`src/rtl/uart_tx_io_if.sv`:
```
// Shared dread/dwrite I/O port bundle between the CPU data-bus decode and an I/O peripheral.
interface uart_tx_io_if;
  logic [15:0] dread_addr;
  logic [15:0] dread_data;
  logic [15:0] dwrite_addr;
  logic [15:0] dwrite_data;
  logic [1:0]  dwrite_en;

  modport master (output dread_addr, dwrite_addr, dwrite_data, dwrite_en, input dread_data);
  modport slave  (input dread_addr, dwrite_addr, dwrite_data, dwrite_en, output dread_data);
endinterface

```
`src/rtl/uart_tx_io.sv`:
```
// Memory-mapped 8N1 UART transmitter with a small TX FIFO and done/overflow interrupt.
// Define UART_TX_PARITY_EN to add the ctrl.pe bit and an even-parity bit per frame.
module uart_tx_io #(
  parameter logic [15:0] BASEADDR    = 16'h0010,
  parameter logic [15:0] DEFAULT_DIV = 16'd103,
  parameter int          FIFO_DEPTH  = 4
) (
  input  logic         clk,
  input  logic         reset,
  uart_tx_io_if.slave  bus,
  output logic         txd,
  output logic         interrupt
);
  localparam int AW = $clog2(FIFO_DEPTH);

  typedef enum logic [2:0] {IDLE, START, DATA, PARITY, STOP} state_t;

  state_t       state;
  logic [7:0]   mem [FIFO_DEPTH];
  logic [AW-1:0] wr_ptr, rd_ptr;
  logic [AW:0]  count;
  logic [15:0]  div, cnt;
  logic [7:0]   shreg;
  logic [2:0]   bit_idx, bit_nxt;
  logic         en, ie, done, ovf, pe;
  logic         empty, full, busy, push, push_ok, pop, done_set;
  logic         wsel, rsel, ctrl_wr, div_wr;
  logic [1:0]   woff, roff;
  logic         unused;

  assign wsel    = bus.dwrite_addr[15:3] == BASEADDR[15:3];
  assign rsel    = bus.dread_addr[15:3] == BASEADDR[15:3];
  assign woff    = bus.dwrite_addr[2:1];
  assign roff    = bus.dread_addr[2:1];
  assign unused  = bus.dread_addr[0] ^ bus.dwrite_addr[0];

  assign empty   = count == '0;
  assign full    = count == (AW+1)'(FIFO_DEPTH);
  assign busy    = state != IDLE;
  assign push    = wsel && woff == 2'd0 && bus.dwrite_en[0];
  assign ctrl_wr = wsel && woff == 2'd1 && bus.dwrite_en[0];
  assign div_wr  = wsel && woff == 2'd2;
  // The FSM pops either from IDLE or straight out of the last STOP cycle (back-to-back frames).
  assign pop     = en && !empty && (state == IDLE || (state == STOP && cnt == '0));
  assign push_ok = push && (!full || pop);
  assign done_set = state == STOP && cnt == '0 && empty;
  assign bit_nxt = bit_idx + 3'd1;
  assign interrupt = ie & (done | ovf);

`ifndef UART_TX_PARITY_EN
  assign pe = 1'b0;
`endif

  always_ff @(posedge clk)
    if (push_ok) mem[wr_ptr] <= bus.dwrite_data[7:0];

  always_ff @(posedge clk) begin
    if (reset) begin
      wr_ptr <= '0;
      rd_ptr <= '0;
      count  <= '0;
      div    <= DEFAULT_DIV;
      en     <= 1'b0;
      ie     <= 1'b0;
      done   <= 1'b0;
      ovf    <= 1'b0;
`ifdef UART_TX_PARITY_EN
      pe     <= 1'b0;
`endif
    end else begin
      if (push_ok) wr_ptr <= wr_ptr + 1'b1;
      if (pop)     rd_ptr <= rd_ptr + 1'b1;
      if (push_ok && !pop)      count <= count + 1'b1;
      else if (!push_ok && pop) count <= count - 1'b1;

      if (push && !push_ok)                          ovf <= 1'b1;
      else if (ctrl_wr && bus.dwrite_data[7])        ovf <= 1'b0;
      if (done_set)                                  done <= 1'b1;
      else if (ctrl_wr && bus.dwrite_data[6])        done <= 1'b0;

      if (ctrl_wr) begin
        en <= bus.dwrite_data[0];
        ie <= bus.dwrite_data[1];
`ifdef UART_TX_PARITY_EN
        pe <= bus.dwrite_data[2];
`endif
      end
      if (div_wr && bus.dwrite_en[0]) div[7:0]  <= bus.dwrite_data[7:0];
      if (div_wr && bus.dwrite_en[1]) div[15:8] <= bus.dwrite_data[15:8];
    end
  end

  // Each state/bit lasts div+1 cycles; cnt reloads from div at every boundary.
  always_ff @(posedge clk) begin
    if (reset) begin
      state   <= IDLE;
      txd     <= 1'b1;
      cnt     <= '0;
      shreg   <= '0;
      bit_idx <= '0;
    end else begin
      case (state)
        IDLE: begin
          txd <= 1'b1;
          if (pop) begin
            state <= START;
            txd   <= 1'b0;
            shreg <= mem[rd_ptr];
            cnt   <= div;
          end
        end
        START:
          if (cnt == '0) begin
            state   <= DATA;
            txd     <= shreg[0];
            bit_idx <= '0;
            cnt     <= div;
          end else cnt <= cnt - 1'b1;
        DATA:
          if (cnt == '0) begin
            cnt <= div;
            if (bit_idx == 3'd7) begin
              if (pe) begin
                state <= PARITY;
                txd   <= ^shreg;
              end else begin
                state <= STOP;
                txd   <= 1'b1;
              end
            end else begin
              bit_idx <= bit_nxt;
              txd     <= shreg[bit_nxt];
            end
          end else cnt <= cnt - 1'b1;
        PARITY:
          if (cnt == '0) begin
            state <= STOP;
            txd   <= 1'b1;
            cnt   <= div;
          end else cnt <= cnt - 1'b1;
        STOP:
          if (cnt == '0) begin
            cnt <= div;
            if (pop) begin
              state <= START;
              txd   <= 1'b0;
              shreg <= mem[rd_ptr];
            end else begin
              state <= IDLE;
              txd   <= 1'b1;
            end
          end else cnt <= cnt - 1'b1;
        default: begin
          state <= IDLE;
          txd   <= 1'b1;
        end
      endcase
    end
  end

  always_ff @(posedge clk) begin
    if (reset) bus.dread_data <= '0;
    else if (rsel)
      case (roff)
        2'd1:    bus.dread_data <= {8'h00, ovf, done, busy, empty, full, pe, ie, en};
        2'd2:    bus.dread_data <= div;
        default: bus.dread_data <= '0;
      endcase
    else bus.dread_data <= '0;
  end
endmodule

```
`src/flat_wrapper.sv`:
```
// flat-port wrapper written by rule: the top's interface ports become plain ports
module uart_tx_io_flat 
#(
  parameter logic [15:0] BASEADDR    = 16'h0010,
  parameter logic [15:0] DEFAULT_DIV = 16'd103,
  parameter int          FIFO_DEPTH  = 4
)
  (clk, reset, txd, interrupt, bus_dread_addr, bus_dwrite_addr, bus_dwrite_data, bus_dwrite_en, bus_dread_data);
  uart_tx_io_if bus_i ();
  input  logic clk;
  input  logic reset;
  output logic txd;
  output logic interrupt;
  input wire logic [$bits(bus_i.dread_addr)-1:0] bus_dread_addr;
  input wire logic [$bits(bus_i.dwrite_addr)-1:0] bus_dwrite_addr;
  input wire logic [$bits(bus_i.dwrite_data)-1:0] bus_dwrite_data;
  input wire logic [$bits(bus_i.dwrite_en)-1:0] bus_dwrite_en;
  output wire logic [$bits(bus_i.dread_data)-1:0] bus_dread_data;
  assign bus_i.dread_addr = bus_dread_addr;
  assign bus_i.dwrite_addr = bus_dwrite_addr;
  assign bus_i.dwrite_data = bus_dwrite_data;
  assign bus_i.dwrite_en = bus_dwrite_en;
  assign bus_dread_data = bus_i.dread_data;
  uart_tx_io #(.BASEADDR(BASEADDR), .DEFAULT_DIV(DEFAULT_DIV), .FIFO_DEPTH(FIFO_DEPTH)) u_core (.clk(clk), .reset(reset), .bus(bus_i), .txd(txd), .interrupt(interrupt));
endmodule
```
`config.mk`:
```
export PLATFORM = sky130hd
export DESIGN_NAME = uart_tx_io_flat
export DESIGN_NICKNAME = d
export VERILOG_FILES = /design/src/rtl/uart_tx_io_if.sv /design/src/rtl/uart_tx_io.sv /design/src/flat_wrapper.sv
export SDC_FILE = /design/constraint.sdc
export NUM_CORES = 1
export LEC_CHECK = 0
export ABC_AREA = 1
export CORE_MARGIN = 10
export CORE_UTILIZATION = 35
export DETAILED_ROUTE_END_ITERATION = 8
export PLACE_DENSITY = 0.58
export REMOVE_ABC_BUFFERS = 1
export SETUP_SLACK_MARGIN = 0.3
export SLEW_MARGIN = 10
export SYNTH_ARGS = -nofsm -noshare
export SYNTH_HDL_FRONTEND = slang
export SYNTH_SLANG_ARGS = --single-unit
export TNS_END_PERCENT = 20
```
`constraint.sdc`:
```
create_clock -name clk -period 3.31 [get_ports clk]
set_clock_uncertainty 0.1 [all_clocks]
set_input_delay 0.662 -clock clk [delete_from_list [all_inputs] [get_ports clk]]
set_output_delay 0.662 -clock clk [all_outputs]
set_load 0.05 [all_outputs]
```
==> results of run 1 <==
placed cells by master, fill, tap and decap left out, drive strengths merged:
| master | Yosys | layout |
|---|---|---|
| nand2 | 127 | 127 |
| nor2 | 97 | 97 |
| nand4 | 21 | 21 |
| clkinv | 1 | 2 |
| fa | 1 | 1 |
| o211ai | 2 | 2 |
| bufinv | 0 | 1 |
| a22oi | 1 | 1 |
| nand3 | 38 | 38 |
| o32ai | 8 | 8 |
| buf | 10 | 11 |
| dfxtp | 76 | 76 |
| clkbuf | 12 | 9 |
| or2 | 3 | 3 |
| edfxtp | 32 | 32 |
| nor4 | 1 | 1 |
| inv | 68 | 73 |
| nand3b | 2 | 2 |
| xnor2 | 2 | 2 |
| ha | 10 | 10 |
| clkdlybuf4s50 | 0 | 67 |
| o21ai | 37 | 37 |
| nor3 | 15 | 15 |
| a21oi | 63 | 63 |
| xor2 | 3 | 3 |
| a211oi | 1 | 1 |
| and3 | 1 | 1 |
synthesized netlist by cell type, types with 9 or more instances:
cell | instances | area, um2
inv_1 | 64 | 240
nor2_2 | 9 | 56.3
nor3_1 | 12 | 60.1
nor2_1 | 84 | 315
dfxtp_1 | 76 | 1520
ha_1 | 10 | 125
nand2_1 | 121 | 454
nand3_1 | 36 | 180
a21oi_1 | 57 | 285
clkbuf_1 | 12 | 45.0
nand4_1 | 20 | 125
edfxtp_1 | 32 | 961
o21ai_0 | 29 | 145
routing by layer:
layer	routed length, um	track usage	vias up	share of wire
met3	500	0.0222	11	0.039
met4	164	0.0451	0	0.013
met1	6070	0.170	2036	0.47
li1	-	-	2243	-
met2	6060	0.211	73	0.47
met5	0	0	-	0
cells by family (layout without fill, tap and decap cells):
group	count (synthesis)	after routing	synth area share
AOI/OAI and AO/OA	112	112	0.123
DFF	108	108	0.488
adders and majority gates	11	11	0.0285
xor gates and xnor gates	5	5	0.00860
and+or+nand+nor	305	305	0.277
buffers and inverters	91	163	0.0747
worst max-delay path, stage by stage (launching register included):
cell and delay [ns]:
dfxtp_1 0.32, inv_1 0.11, ha_2 0.22, nand2_2 0.11, nor2_2 0.16, nand2_1 0.10
nand2_2 0.09, nand3_4 0.08, nand2_2 0.12, nand2_2 0.10, inv_1 0.07, ha_1 0.13
inv_1 0.07, fa_1 0.38, a21oi_1 0.16, o21ai_1 0.10, o21ai_1 0.14, a21oi_1 0.05
flip-flops by register name, indices dropped and copies added, names as in the netlist, 2 cells and up, named ones only:
name,cells
u_core.bit_idx,3
u_core.state,3
u_core.count,3
u_core.shreg,8
u_core.cnt,16
u_core.bus.dread_data,16
u_core.div,16
u_core.mem,32
u_core.wr_ptr,2
u_core.rd_ptr,2
worst min-delay path by stage:
stage                   start              to  slack (ns)
5_1_grt         u_core.div[9]   u_core.div[9]        0.38
4_1_cts        u_core.div[10]  u_core.div[10]        0.37
3_3_place_gp   u_core.div[12]  u_core.div[12]        0.35
6_report       u_core.div[14]  u_core.div[14]        0.37
2_1_floorplan   u_core.div[2]   u_core.div[2]        0.33
3_5_place_dp   u_core.div[10]  u_core.div[10]        0.36
power by group through the flow:
stage / logic [uW] / registers (uW) / clock network, uW
final: 820 / 1440 / 1140
after global routing: 939 / 1440 / 1210
after CTS: 823 / 1430 / 1160
after detailed placement: 820 / 1460 / 0
after global placement: 803 / 1460 / 0
after floorplan: 585 / 1470 / 0
through the flow:
stage | setup WS (ns) | cells | area, um2 | total power (uW) | util
6_report | 0.581 | 888 | 6270 | 3390 | 0.437
5_1_grt | 0.301 | 888 | 6270 | 3590 | 0.437
4_1_cts | 0.440 | 888 | 6270 | 3420 | 0.436
3_5_place_dp | 0.123 | 872 | 5950 | 2280 | 0.414
3_3_place_gp | 0.216 | 872 | 5950 | 2270 | 0.414
2_1_floorplan | 0.702 | 610 | 4970 | 2050 | -
final cells by class:
type,count,share of cell area
clock inverters,7,0.0140
clock buffers,9,0.0359
inverters,69,0.0413
multi-input cells,433,0.356
flip-flops and latches,108,0.396
repair buffers,78,0.120
well taps,184,0.0367
repair_timing:
item                       4_1_cts  5_1_grt
setup endpoints to repair        0        1
setup buffers                    0        0
gates resized for setup          0        5
==> reports/results.ini, run 1 <==
[worst_setup_path]
r2r_cells = 17
crit_path_start_kind = register
crit_start = u_core.cnt[0]
reg2reg_slack_ns = 0.58
worstPathRequired_ns = 3.45
reg2reg_from = u_core.cnt[0]
crit_type = reg -> reg
path_max_fanout = 5
endpoint_kind = register
cp-endpoint = u_core.count[2]
worst_ep_arrival_time_ns = 2.87
r2r_end = u_core.count[2]

[clock_network]
clk_pin_slew_ns = 0.08
cts_made_buffers = 9
cts_sinks = 108
clk-insertion-delay-late_ns = 0.35
cts_tree = yes
cts_hold_buf = 0
cts_root_buf = clkbuf_16
cts-htree-levels = 3
ctsLongestPathBuffers = 2

[finish]
nets = 762
seq_area_um2 = 2480
syn2layout_area_growth_pct = 23.2
fillers = 1385
num_antenna_cells = 0
layout-drive-gt1-share = 0.0966
multiInputGateArea_um2 = 2240

[sta]
period_needed_ns = 2.73
final-setup-viol-count = 0
tightest_slew_ns = 0.771
post-route-period-util = 0.824
whs_ns = 0.367
slew_headroom = 0.484
fmax_ghz = 0.366
finalHoldViolations = 0
grt_setup_unrepaired = false
tns_ns = 0
drv_slew = 0

[power]
power.leakage_uw = 0.00235
p_sw_frac = 0.322
power.internal_uw = 2300
p_comb_frac = 0.242
netSwitchingPower_uw = 1090
power_density_nw_per_um2 = 541
ir_worst_vdd_mv = 0.231
seqPwrFrac = 0.423
clkPwrFrac = 0.335

[die]
die_w_um = 141
core_um2 = 14400
dieArea_um2 = 19800
io_pins = 70
die_y_um = 141
rows = 44
start_util = 0.354

[status]
status = finished, final reports clean

[global_route]
antenna_found_initial = 0
overflow = 0
grt_pass1_wl_mm = 21.4
grt_pass1_vias = 4257
grtUsageTotal = 0.130
grt_max_degree = 44

[synth]
ys_warn_count = 0
synthCells = 632
syn_area_per_cell_um2 = 8.06
synth_ff_type = dfxtp_1
synth.cell_area_um2 = 5090
yosys.cell_types.count = 42
synth_edf_count = 32
ys_ff_latch = 108
ys_seq_area_frac = 0.488
synthArstFlopShare = 0

[placed_design]
port_buffers = 67
place.gp.congestion = 0.814
dp_hpwl_mm = 9.66

[route]
postRouteAntennaNets = 0
routedWlPerCell_um = 14.4
initialDrtViolationCount = 297
drc_errors = 0
totalWireLength_mm = 12.8
drt_first_pass_iters = 4
vias = 4363
via_per_inst = 4.91

[hold_path]
hold_class = reg -> reg
hold_depth = 2

[run]
maxCapViolations = 0

(Power assumes the default switching activity.)
==> inputs of run 2 (changes only) <==
clock period = 2.6 ns   (was 3.31 ns; I/O delays follow)
==> run 2 against run 1 <==
Effect of this change:
- die area stayed put
- fmax is 15% higher
- global-route usage is 0.99 points higher
- utilization is 4.1 points higher
- non-clock buffer count is 68 higher
- via count is 8.3% higher
- clock power is 11% higher
- largest power group unchanged
==> reports/results.ini, run 2 (synthesis results as in run 1) <==
[status]
status = finished, final reports clean

[placed_design]
dp_hpwl_mm = 9.70
place_ws_ns = -0.326
place.gp.congestion = 0.837
port_buffers = 67
place_area_um2 = 6090

[finish]
regMostFlops = u_core.mem
fin_util = 0.478
largest_register_ffs = 32
nets = 831
fillers = 1347
mostFrequentLayoutCells = nand2_1, buf_4, nor2_1, dfxtp_1, inv_1
num_antenna_cells = 0
syn2layout_area_growth_pct = 34.8
layout_commonest_cell = nand2_1
layout-drive-gt1-share = 0.211
stdcell_area_um2 = 6860

[clock_network]
clk-insertion-delay-late_ns = 0.35
cts-htree-levels = 3
cts_tree = yes
cts_hold_buf = 0
ctsLongestPathBuffers = 2
cts_made_buffers = 9
cts_sinks = 108
clk_pin_slew_ns = 0.07
cts_root_buf = clkbuf_16

[run]
maxCapViolations = 0

[die]
die_w_um = 141
dieArea_um2 = 19800
die_y_um = 141
core_um2 = 14400
start_util = 0.354
io_pins = 70
rows = 44

[sta]
period_needed_ns = 2.37
grt_setup_unrepaired = true
drv_slew = 0
slew_headroom = 0.605
fmax_ghz = 0.423
finalHoldViolations = 0
final-setup-viol-count = 0
layout_setup_ws_ns = 0.233
post-route-period-util = 0.910
tightest_slew_ns = 0.590

[global_route]
grtUsageTotal = 0.140
overflow = 0
antenna_found_initial = 0
grt_pass1_vias = 4525
grt_pass1_wl_mm = 22.7
grt_max_degree = 45

[hold_path]
hold_class = reg -> reg

[power]
power_density_nw_per_um2 = 645
total_power_uw = 4430
power.leakage_uw = 0.00269
ir_worst_vdd_mv = 0.322

[worst_setup_path]
crit_path_start_kind = register
endpoint_kind = register
path_max_fanout = 5
crit_type = reg -> reg
worstPathRequired_ns = 2.75
worst_ep_arrival_time_ns = 2.51

[route]
vias = 4727
via_per_inst = 4.94
drt_first_pass_iters = 4
postRouteAntennaNets = 0
drc_errors = 0
initialDrtViolationCount = 326
routedWlPerCell_um = 14.8
totalWireLength_mm = 14.2

==> run 2: changes by cell type in the layout (fill, tap and decap cells not counted), moves of 7 or more <==
cell / before / now
nor2_1: 83 / 76
buf_4: 11 / 77
dlygate4sd2_1: 0 / 10
dfxtp_1: 76 / 69
dfxtp_2: 0 / 7
clkdlybuf4s50_1: 67 / 53
==> run 2: final timing paths <==
path | start | slack (ns) | cells after the start | end
hold reg to reg | u_core.div[10] | 0.36 | 2 | u_core.div[10]
setup reg to reg | u_core.cnt[10] | 0.23 | 16 | u_core.count[2]
setup / recovery | u_core.cnt[10] | 0.23 | 16 | u_core.count[2]
hold / removal | u_core.div[10] | 0.36 | 2 | u_core.div[10]
==> run 2: layout make-up <==
type                    instances  area (um2)  area share
flip-flops and latches        108        2490       0.363
inverters                      69         259      0.0377
repair buffers                146        1270       0.185
multi-input cells             434        2350       0.343
well taps                     184         230      0.0335
clock inverters                 4        27.5     0.00401
clock buffers                  12         236      0.0345
==> run 2: repair_timing <==
item / CTS / global route
setup endpoints to repair: 3 / 18
resized for setup: 34 / 29
pin swaps: 21 / 19
setup buffers: 43 / 8
gates cloned: 0 / 1
==> run 2: report_power, final <==
part	switching, uW	leakage (uW)	internal, uW
Sequential	53.7	0.000904	1780
Combinational	761	0.00167	562
Clock	616	0.000120	650
Total	1430	0.00269	2990
==> run 2: metal layers <==
layer | vias to the layer above | track usage | routed length (um)
met2 | 101 | 0.227 | 6680
met3 | 20 | 0.0282 | 576
met4 | 0 | 0.0543 | 291
li1 | 2367 | - | -
met1 | 2239 | 0.178 | 6640
met5 | - | 0 | 0
==> run 2: through the flow <==
step,hold slack [ns],setup TNS [ns],instances
after floorplan,0.329,0,610
after global placement,0.351,-0.254,889
after detailed placement,0.353,-0.419,889
after CTS,0.363,0,948
after global routing,0.388,0,957
final,0.363,0,957
==> run 2: worst max-delay path, stage by stage (launching register included) <==
cell and delay (ns):
dfxtp_2 0.36, nor2_4 0.13, nand2_2 0.09, nor2_2 0.14
nand2_2 0.08, nand2_2 0.09, nand3_4 0.09, nand2_2 0.09
nand2_2 0.06, inv_2 0.07, ha_4 0.13, inv_2 0.04
fa_2 0.35, a21oi_2 0.16, o21ai_2 0.09, o21ai_2 0.14
a21oi_2 0.04
